## src/rtl/usr_pkg.sv

```systemverilog
// usr_pkg: mode encodings shared by the universal shift register and its counter
package usr_pkg;
  typedef enum logic [1:0] {
    USR_HOLD = 2'b00,
    USR_SHL  = 2'b01,
    USR_SHR  = 2'b10,
    USR_LOAD = 2'b11
  } usr_mode_e;
endpackage

```

## src/rtl/usr_bit_counter.sv

```systemverilog
// usr_bit_counter: counts shifts within a word, wraps at WIDTH-1 and emits a registered done pulse
module usr_bit_counter #(
  parameter int WIDTH = 4,
  localparam int CNT_W = $clog2(WIDTH)
) (
  input  logic             clk,
  input  logic             reset,
  input  logic             clr,
  input  logic             shift,
  output logic [CNT_W-1:0] cnt,
  output logic             done
);
  logic last;
  assign last = cnt == CNT_W'(WIDTH - 1);
  // load clears the count, shifts advance and wrap; done marks only the completing shift
  always_ff @(posedge clk or posedge reset)
    if (reset) begin
      cnt  <= '0;
      done <= 1'b0;
    end else begin
      cnt  <= clr ? '0 : shift ? (last ? '0 : cnt + 1'b1) : cnt;
      done <= shift && !clr && last;
    end
endmodule

```

## src/rtl/univ_shift_reg.sv

```systemverilog
// univ_shift_reg: parametrised universal shift register (hold/shl/shr/load); USR_ROTATE_EN adds rotate
module univ_shift_reg
  import usr_pkg::*;
#(
  parameter int WIDTH = 4,
  localparam int CNT_W = $clog2(WIDTH)
) (
  input  logic             clk,
  input  logic             reset,
  input  logic             en,
  input  logic [1:0]       mode,
  input  logic             sin_lsb,
  input  logic             sin_msb,
  input  logic [WIDTH-1:0] par_in,
`ifdef USR_ROTATE_EN
  input  logic             rotate,
`endif
  output logic [WIDTH-1:0] par_out,
  output logic             sout_msb,
  output logic             sout_lsb,
  output logic [CNT_W-1:0] bit_cnt,
  output logic             word_done
);
  logic [WIDTH-1:0] q, q_next;
  logic shl, shr, ld, rot, lsb_in, msb_in;
`ifdef USR_ROTATE_EN
  assign rot = rotate;
`else
  assign rot = 1'b0;
`endif
  assign shl = en && mode == USR_SHL;
  assign shr = en && mode == USR_SHR;
  assign ld  = en && mode == USR_LOAD;
  assign par_out = q;
  // serial entry bits come from the inputs or, when rotating, from the opposite end
  always_comb begin
    lsb_in = rot ? q[WIDTH-1] : sin_lsb;
    msb_in = rot ? q[0] : sin_msb;
    q_next = ld ? par_in : shl ? {q[WIDTH-2:0], lsb_in} : shr ? {msb_in, q[WIDTH-1:1]} : q;
  end
  // register contents plus the registered serial outputs at each end
  always_ff @(posedge clk or posedge reset)
    if (reset) begin
      q        <= '0;
      sout_msb <= 1'b0;
      sout_lsb <= 1'b0;
    end else begin
      q        <= q_next;
      sout_msb <= shl ? q[WIDTH-1] : sout_msb;
      sout_lsb <= shr ? q[0] : sout_lsb;
    end
  usr_bit_counter #(.WIDTH(WIDTH)) u_cnt (
    .clk   (clk),
    .reset (reset),
    .clr   (ld),
    .shift (shl || shr),
    .cnt   (bit_cnt),
    .done  (word_done)
  );
endmodule

```

## config.mk

```make
export PLATFORM = sky130hd
export DESIGN_NAME = univ_shift_reg
export DESIGN_NICKNAME = d
export VERILOG_FILES = /design/src/rtl/usr_pkg.sv /design/src/rtl/usr_bit_counter.sv /design/src/rtl/univ_shift_reg.sv
export SDC_FILE = /design/constraint.sdc
export NUM_CORES = 1
export LEC_CHECK = 0
export ABC_AREA = 1
export CORE_AREA = 4 4 41 43
export CTS_CLUSTER_SIZE = 24
export DETAILED_ROUTE_END_ITERATION = 6
export DIE_AREA = 0 0 45 47
export PLACE_DENSITY_LB_ADDON = 0.08
export SYNTH_ARGS = -nofsm -noshare
export SYNTH_HDL_FRONTEND = slang
export SYNTH_SLANG_ARGS = --single-unit
```

## constraint.sdc

```tcl
create_clock -name clk -period 1.3 [get_ports clk]
set_input_delay 0.13 -clock clk [delete_from_list [all_inputs] [get_ports clk]]
set_output_delay 0.13 -clock clk [all_outputs]
set_load 0.005 [all_outputs]
```

# [After elaboration in Yosys (flattened, before gate mapping)]
# Index checks and enable logic that the tools add are counted.
[totals] regBits=9 inputBits=11 out_inout_bits=9 elab_cells=25
[classes] add_sub_neg=1 n_eq_ne=4 muxes=6 n_reduce_logical=9
[op_table] cell="$mux W4" n=3
[op_table] cell="$eq A2 B2 Y1 const B" n=3
[op_table] cell="$mux W2" n=3
[op_table] cell="$logic_and A1 B1 Y1" n=5
[op_table] cell="$reduce_bool A3 Y1" n=1
[op_table] cell="$add A2 B1 Y2 const B" n=1
[op_table] cell="$eq A2 B1 Y1 const B" n=1
[op_table] cell="$reduce_bool A2 Y1" n=1
[op_table] cell="$logic_not A1 Y1" n=1
[op_table] cell="$logic_or A1 B1 Y1" n=1

# [Logic depth before layout (Yosys ltp)]
# Gate-level depths: netlist (run 1).
[depth] ltp_word=5 depth_mapped=7 mapped_depth_nobuf=6

# [Modules after synthesis]
# From an unflattened synthesis (run 1), not the netlist that was laid out.
[unflattened] cells_unflattened=71 hier_area_um2=534.3
[modules_own_cells] module="univ_shift_reg" instances=1 cells_each=55 area_each_um2=389.1
[modules_own_cells] module="usr_bit_counter" instances=1 cells_each=16 area_each_um2=145.1

# [Worst setup path after synthesis (run 1)]
# Ideal clock, no wire load.
[synth_path] kind="reg2reg" start="register u_cnt.cnt[0]" end="register u_cnt.cnt[1]" setup_time_ns=0.123 t_arrival_ns=0.782 t_required_ns=1.177 slack_ns=0.395 path_stages_with_launch=4 path_buffers=0 path_cell_list="dfrtp_1 > ha_1 > o21ai_0 > nand2_1"
[synth_between] elab_chain_cells=4 word_cells_on_any_way=5 classes_between="add/sub (1); eq/ne (1); mux (3)"
[synth_lines] element="start: declaration" line_no="usr_bit_counter.sv:10" text="output logic [CNT_W-1:0] cnt,"
[synth_lines] element="start signal: assignment" line_no="usr_bit_counter.sv:21" text="cnt <= clr ? '0 : shift ? (last ? '0 : cnt + 1'b1) : cnt;"
[synth_lines] element="$add A2 B1 Y2 or $eq A2 B2 Y1 (tied branches)" line_no="usr_bit_counter.sv:21, usr_bit_counter.sv:14"
[synth_lines] element="$mux W2 * (3 in series)" line_no="usr_bit_counter.sv:21"
# Mark *: on every way between the ends. The rest lies on a longest branch, timed or not. The select of a mux whose other input is x is not followed.
# A chain may end at the register's enable or synchronous reset.

# [Worst setup path after layout (run 1)]
[layout_path] start="register sout_lsb" end="output port sout_lsb"
[layout_rtl] element="start: declaration" line_no="univ_shift_reg.sv:20" text="output logic sout_lsb,"
[layout_rtl] element="start signal: assignment" line_no="univ_shift_reg.sv:50" text="sout_lsb <= shr ? q[0] : sout_lsb;"
# No word-level cell between the ends.

==> results_dict.tcl, run 1 <==
set metrics [dict create \
    routed_wl_um 1260 \
    power.total_w 0.000911 \
    synth_area_leaders "dfrtp_1, nand2_1, nand4_1" \
    initial_utilization_pct 40.8 \
    maxSlewHeadroom_pct 77.5 \
    swShare_pct 28.8 \
    syn_area_per_cell_sq_um 8.04 \
    ys_ff_latch 9 \
    grt_pass1_vias 513 \
    syn-num-nets 78 \
    yosysTopAreaCell "dfrtp_1" \
    grt_antenna_before_repair 0 \
    synth_compound_area_share_pct 5.90 \
    grt_pass1_wl_um 2240 \
    arrival_ns 1.11 \
    die_y_um 47 \
    synth_cell_types 17 \
    worstMarginPinSlew_ns 0.338 \
    critical_path.max_fanout 2 \
    via_per_inst 4.75 \
    min_period_ns 1.24 \
    grt_max_degree 11 \
    endpoint_kind "output port" \
    yosysTopAreaCellShare_pct 42.5 \
    rows 13 \
    ir_drop_uv 720 \
    drive_above_1_share_pct 18.8 \
    netlist_instances 66 \
    port_buffers 19 \
    cp.required_ns 1.17 \
    synth_top_family_by_area "simple AND/OR/NAND/NOR gates" \
    clk_pin_slew_ns 0.06 \
    boundaryPins 20 \
    drv_cap 0 \
    slowest_stage "clkdlybuf4s50_1" \
    grt_setup_unrepaired "no" \
    final_cell_mix "clkdlybuf4s50_1, nand2_1, nor2_1, dfrtp_1, buf_4" \
    seqPwrFrac_pct 39.1 \
    hold_class "in2async" \
    critPathKind "reg2out" \
    syn_area_sq_um 531 \
    drc 0 \
    fin_crit_sh_pct 95.7 \
    cts_tree "built" \
    mostFrequentLayoutCell "clkdlybuf4s50_1" \
    post_synth_fa_ha_maj_area_fraction_pct 2.36 \
    hold_viol 0 \
    power_density_nw_per_um2 1090 \
    finClkSkew_ns 0.000510 \
    htreeDepth 1 \
    drt-pass1-iter-count 4 \
    ant_nets 0 \
    numCtsBuffers 3 \
    p_comb_share_pct 37.1 \
    grtUsageTotal_pct 14.7 \
    status "complete, no violations" \
    fin_nets 109 \
    p_sw_w 0.000263 \
    die_w_um 45 \
    critPathBufInv 1 \
    seq_area_frac_synth_pct 42.5 \
    start_kind "register" \
    leakage_nw 0.430 \
    core_sq_um 1300 \
    hpwlAfterDp_um 948 \
    area_growth_pct 57.8 \
    fin_util_pct 64.3 \
    clock_sinks 9 \
    antennaDiodeCount 0 \
    cts.path.max_buffers 2 \
    tns_ns 0 \
    cts_root_buf "clkbuf_4" \
    n_fill_cell 126 \
    synthMuxAreaShare_pct 0 \
    design.die.area_sq_um 2120 \
    setup_violations 0 \
    worstPathCellList "clkdlybuf4s50_1" \
    internal_power_w 0.000649 \
    p_clk_share_pct 23.7 \
    final-max-slew-violation-count 0 \
    grt-ovfl-total 0 \
    fmax_mhz 804 \
    synth_simple_gate_area_share_pct 39.2 \
    globalplace.congestion 0.827 \
    vias 527 \
    drt_iter0_drc 16 \
    cpPeakStageDelay_ns 0.50 \
    wl_per_cell_um 11.4 \
    cpLargestDelayFamily "buffers and inverters" \
    synth_warnings 0 \
    clock_latency_ns 0.26 \
    synth_xor_area_share_pct 0 \
]
-- power by group through the flow --
| stage | Clock (W) | Combinational, W | Sequential (W) |
|---|---|---|---|
| 2_1_floorplan | 0 | 0.000121 | 0.000373 |
| 3_3_place_gp | 0 | 0.000283 | 0.000376 |
| 3_5_place_dp | 0 | 0.000288 | 0.000376 |
| 4_1_cts | 0.000225 | 0.000321 | 0.000363 |
| 5_1_grt | 0.000241 | 0.000376 | 0.000364 |
| 6_report | 0.000216 | 0.000338 | 0.000357 |
-- routing by layer --
metal,vias up,part of all wire [%],global-route usage [%]
met1,233,45,19.1
li1,274,-,-
met5,-,0,0
met2,18,46,21.8
met3,2,8.4,7.66
met4,0,0.32,3.51
-- worst paths after layout --
check,startpoint,end,cells after the start,slack [ns]
min in group clk,sout_msb,sout_msb,2,0.51
min reg2reg,sout_msb,sout_msb,2,0.51
max,sout_lsb,sout_lsb,1,0.06
min,reset,par_out[1],2,0.12
max in group asynchronous,reset,par_out[3],2,0.93
max reg2reg,u_cnt.cnt[0],u_cnt.cnt[1],4,0.27
-- Yosys cell counts --
master,n
nor2_1,9
ha_1,1
o22ai_1,1
nand4_1,8
nand3_1,2
nand2_8,1
nand2_4,2
dfrtp_1,9
nand2_1,14
or2_1,1
buf_6,1
buf_2,1
inv_1,8
a21oi_1,1
nor2_2,2
buf_4,1
o21ai_0,4
-- flip-flops by register name, indices dropped and copies added (netlist names) --
name and count:
sout_msb 1, u_cnt.done 1, par_out 4, sout_lsb 1, u_cnt.cnt 2
-- kinds of logic after synthesis --
logic type	count (synthesis)
and+or+nand+nor	39
buffers and inverters	11
DFF	9
AOI/OAI and AO/OA	6
adders and majority gates	1
-- per-stage QoR --
stage	cells	hold slack (ns)	setup slack [ns]	instance area, sq um
floorplan	66	-0.0421	0.395	531
global placement	102	0.415	0.00266	766
detailed placement	102	0.413	-0.0144	766
CTS	109	0.128	0.0105	815
global route	111	0.140	0.000612	837
finish	111	0.123	0.0562	837
-- what timing repair did --
item                       4_1_cts  5_1_grt
hold buffers                     0        0
gates resized for setup          0        3
setup endpoints to repair        3        5
setup buffers                    3        2
-- cell type report --
class	count	area, sq um	share of cell area [%]
sequential	9	225	26.9
clock buffer	4	26.3	3.14
timing repair buffer	29	285	34.1
inverter	8	30.0	3.59
tap	15	18.8	2.24
multi-input combinational	46	251	30.0
No activity file was read; power rests on OpenSTA's default activity.
==> inputs of run 2 (changes only) <==
--- a/config.mk
+++ b/config.mk
@@ -11,6 +11,7 @@
 export DETAILED_ROUTE_END_ITERATION = 6
 export DIE_AREA = 0 0 45 47
 export PLACE_DENSITY_LB_ADDON = 0.08
+export SETUP_SLACK_MARGIN = 0.15
 export SYNTH_ARGS = -nofsm -noshare
 export SYNTH_HDL_FRONTEND = slang
 export SYNTH_SLANG_ARGS = --single-unit
==> run 2 against run 1 <==
Effect of this change: sequential power is essentially flat; final cell count is 0.90% higher; largest power group unchanged; first-iteration DRC count rose by 25%.
==> results_dict.tcl, run 2 (synthesized netlist as in run 1, its figures left out) <==
set metrics [dict create \
    drv_cap 0 \
    grt_antenna_before_repair 0 \
    dp_slack_ns -0.0144 \
    grtUsageTotal_pct 15.0 \
    regArea_sq_um 225 \
    cpLargestDelayFamily "flip-flops" \
    grt_max_degree 11 \
    endpoint_kind "output port" \
    worst_slack_ns 0.249 \
    final-max-slew-violation-count 0 \
    cpPeakStageDelay_ns 0.40 \
    port_buffers 19 \
    clock_sinks 9 \
    finClkSkew_ns 0.00135 \
    ir_drop_uv 713 \
    clock_latency_ns 0.26 \
    cp.required_ns 1.17 \
    htreeDepth 1 \
    worstMarginPinSlew_ns 0.339 \
    maxSlewHeadroom_pct 77.4 \
    mostFrequentLayoutCell "nand2_1" \
    boundaryPins 20 \
    start_kind "register" \
    status "complete, no violations" \
    drt-pass1-iter-count 4 \
    slowest_stage "dfrtp_1" \
    routed_wl_um 1260 \
    worstPathCellList "dlygate4sd2_1" \
    cts_tree "built" \
    wl_per_cell_um 11.3 \
    fin_crit_sh_pct 80.9 \
    core_sq_um 1300 \
    critPathBufInv 1 \
    power_density_nw_per_um2 1070 \
    cts_root_buf "clkbuf_4" \
    vias 530 \
    grt_pass1_wl_um 2280 \
    rr_worst_depth 4 \
    fin_nets 110 \
    largest_register_ffs 4 \
    ant_nets 0 \
    hold_class "in2async" \
    via_per_inst 4.73 \
    die_y_um 47 \
    reg2reg_setup_slack_ns 0.27 \
    cts_hold_buffers 0 \
    startpoint "par_out[1]" \
    worstReg2RegStart "u_cnt.cnt[0]" \
    antennaDiodeCount 0 \
    initial_utilization_pct 40.8 \
    fmax_mhz 951 \
    tns_ns 0 \
    setup_violations 0 \
    hpwlAfterDp_um 948 \
    die_w_um 45 \
    design.die.area_sq_um 2120 \
    drc 0 \
    rows 13 \
    critPathKind "reg2out" \
    grt_pass1_vias 520 \
    grt-ovfl-total 0 \
    leakage_nw 0.434 \
    multi_input_area_sq_um 251 \
    critical_path.max_fanout 2 \
    drive_above_1_share_pct 19.6 \
    arrival_ns 0.92 \
    cts.path.max_buffers 2 \
    n_fill_cell 132 \
    final_cell_mix "nand2_1, clkdlybuf4s50_1, buf_4" \
    path_depth 1 \
    numCtsBuffers 3 \
    hold_viol 0 \
    drt_iter0_drc 20 \
    grt_setup_unrepaired "no" \
    clk_pin_slew_ns 0.06 \
    globalplace.congestion 0.827 \
    min_period_ns 1.05 \
    area_growth_pct 56.4 \
]
-- run 2: cell count changes in the layout (fill, tap and decap cells not counted) --
cell	before	now
dlygate4sd2_1	0	8
clkdlybuf4s50_1	16	10
dlymetal6s2s_1	3	1
buf_4	9	10
-- run 2: report_power, final --
part / internal (W) / leakage, nW / total, W / switching (W)
sequential: 0.000330 / 0.109 / 0.000354 / 0.0000244
clock: 0.000118 / 0.0150 / 0.000213 / 0.0000950
combinational: 0.000179 / 0.310 / 0.000319 / 0.000140
total: 0.000627 / 0.434 / 0.000886 / 0.000259
-- run 2: final timing paths --
check	to
max in group asynchronous	sout_lsb
min reg2reg	sout_msb
min in group clk	sout_msb
max	par_out[1]
min	sout_msb
max reg2reg	u_cnt.cnt[1]
-- run 2: per-layer routing --
| metal | share of wire (%) | global-route usage, % | vias up |
|---|---|---|---|
| met5 | 0 | 0 | - |
| met3 | 7.8 | 7.66 | 2 |
| met4 | 0.48 | 3.51 | 0 |
| li1 | - | - | 277 |
| met2 | 46 | 22.0 | 16 |
| met1 | 45 | 19.6 | 235 |
-- run 2: timing repair --
| item | in CTS | in global routing |
|---|---|---|
| endpoints found under the setup margin | 9 | 1 |
| buffers inserted | 6 | 0 |
| gates resized for setup | 8 | 1 |
-- run 2: per-stage QoR --
stage | total power, W | std cells | hold slack (ns) | area (sq um) | util (%)
after floorplan | 0.000494 | 66 | -0.0421 | 531 | -
after global placement | 0.000659 | 102 | 0.415 | 766 | 58.8
after detailed placement | 0.000663 | 102 | 0.413 | 766 | 58.8
after CTS | 0.000905 | 112 | 0.128 | 827 | 63.6
after global routing | 0.000961 | 112 | 0.140 | 830 | 63.7
final | 0.000886 | 112 | 0.125 | 830 | 63.7
-- run 2: final cells by class --
type | instances | share of cell area, %
timing repair buffer | 30 | 33.5
inverter | 8 | 3.62
clock buffer | 4 | 3.17
sequential | 9 | 27.1
tap | 15 | 2.26
multi-input combinational | 46 | 30.3
==> inputs of run 3 (changes only) <==
==> constraint.sdc (replaced) <==
create_clock -name clk -period 1 [get_ports clk]
set_input_delay 0.1 -clock clk [delete_from_list [all_inputs] [get_ports clk]]
set_output_delay 0.1 -clock clk [all_outputs]
set_load 0.005 [all_outputs]
==> run 3 against run 2 <==
Effect of this change: the run now ends with setup timing left; sequential share of layout area decreased by 2.2 points; final cell count up 6.3%; final area rose by 8.7%; count of clock-buffer cells in the layout unchanged; via count rose by 11%; non-clock buffer count increased by 7; highest routed layer unchanged.
==> results_dict.tcl, run 3 (synthesized netlist as in run 1, its figures left out) <==
set metrics [dict create \
    critical_path.max_fanout 2 \
    cts.path.max_buffers 2 \
    critPathBufInv 3 \
    met3_length_um 100 \
    hold_slack_ns 0.0940 \
    start_kind "register" \
    status "complete, but fails checks" \
    worst_slack_ns -0.0404 \
    cp.required_ns 1.16 \
    cpMostUsedCell "buf_6" \
    largest_register_ffs 4 \
    power_density_nw_per_um2 1420 \
    fin_cells 119 \
    drc 0 \
    slowest_stage "dfrtp_1" \
    worstMarginPinSlew_ns 0.334 \
    worstPathCellList "buf_6, buf_6, or2_1, nand2_1, inv_1" \
    wl_met1_um 615 \
    numCtsBuffers 3 \
    drive_above_1_share_pct 37.5 \
    endpoint_kind "register" \
    tns_ns -0.0721 \
    rows 13 \
    fin_crit_sh_pct 104 \
    cpLargestDelayFamily "flip-flops" \
    final-max-slew-violation-count 0 \
    cts_tree "built" \
    drt-pass1-iter-count 4 \
    via_per_inst 4.96 \
    min_period_ns 1.04 \
    wl_per_cell_um 12.0 \
    mostFrequentLayoutCell "nand2_1" \
    hpwlAfterDp_um 984 \
    design.die.area_sq_um 2120 \
    fin_nets 117 \
    finClkSkew_ns 0.00287 \
    clock_latency_ns 0.26 \
    wl_met2_um 707 \
    port_buffers 19 \
    drv_cap 0 \
    grt_pass1_wl_um 2240 \
    area_growth_pct 70.0 \
    power.total_w 0.00128 \
    die_y_um 47 \
    final_cell_mix "nand2_1, dfrtp_1, buf_4, buf_6" \
    grtUsageTotal_pct 14.6 \
    setup_violations 3 \
    htreeDepth 1 \
    highest_layer "met4" \
    ir_drop_uv 1090 \
    maxSlewHeadroom_pct 77.7 \
    clock_sinks 9 \
    grt-ovfl-total 0 \
    cts_root_buf "clkbuf_4" \
    antennaDiodeCount 0 \
    ant_nets 0 \
    globalplace.congestion 0.871 \
    initial_utilization_pct 40.8 \
    grt_max_degree 10 \
    violations "setup timing" \
    fmax_mhz 961 \
    clk_pin_slew_ns 0.06 \
    die_w_um 45 \
    grt_setup_unrepaired "yes" \
    vias 590 \
    critPathKind "reg2reg" \
    leakage_nw 0.461 \
    drt_iter0_drc 12 \
    routed_wl_um 1430 \
    cpPeakStageDelay_ns 0.40 \
    dp_slack_ns -0.269 \
    hold_class "in2async" \
    n_fill_cell 116 \
    grt_pass1_vias 507 \
    dp_cells 108 \
    grt_antenna_before_repair 0 \
    boundaryPins 20 \
    cts_hold_buffers 0 \
    arrival_ns 1.20 \
    hold_viol 0 \
    core_sq_um 1300 \
]
run 3: cell types whose count changed in the layout (fill, tap and decap cells not counted), sizes merged:
cell	previous run	this run
buf	11	26
dlygate4sd2	8	3
clkdlybuf4s50	10	7
clkdlybuf4s15	0	1
dlymetal6s2s	1	0
run 3: where the power goes:
part / total [W] / switching [W] / internal, W
clock network: 0.000279 / 0.000125 / 0.000154
registers: 0.000466 / 0.0000378 / 0.000429
logic: 0.000532 / 0.000230 / 0.000302
total: 0.00128 / 0.000393 / 0.000884
run 3: layer usage:
layer	vias up	track usage, %
met3	6	5.75
li1	290	-
met4	0	1.75
met1	270	18.5
met2	24	24.3
met5	-	0
run 3: cell type report:
cell class | instances | area (sq um) | share of cell area [%]
tap | 15 | 18.8 | 2.08
sequential | 9 | 225 | 25.0
timing repair buffer | 37 | 315 | 35.0
multi-input combinational | 46 | 287 | 31.8
clock buffer | 4 | 26.3 | 2.91
inverter | 8 | 30.0 | 3.33
run 3: worst paths after layout:
path	endpoint	slack (ns)	cells past startpoint	startpoint
max	par_out[1]	-0.04	5	par_out[1]
min	par_out[3]	0.09	2	reset
max reg2reg	par_out[1]	-0.04	5	par_out[1]
min reg2reg	sout_msb	0.49	2	sout_msb
max in group asynchronous	sout_lsb	0.66	2	reset
min in group clk	sout_lsb	0.44	5	mode[0]
run 3: repair_timing:
item	in CTS	in global routing
setup endpoints to repair	18	16
pin swaps	10	6
resized for setup	53	1
buffers inserted	7	0
run 3: per-stage QoR:
step	utilization, %	cell area, sq um
2_1_floorplan	-	533
5_1_grt	69.3	902
4_1_cts	69.1	900
3_3_place_gp	61.5	801
6_report	69.3	902
3_5_place_dp	61.5	801
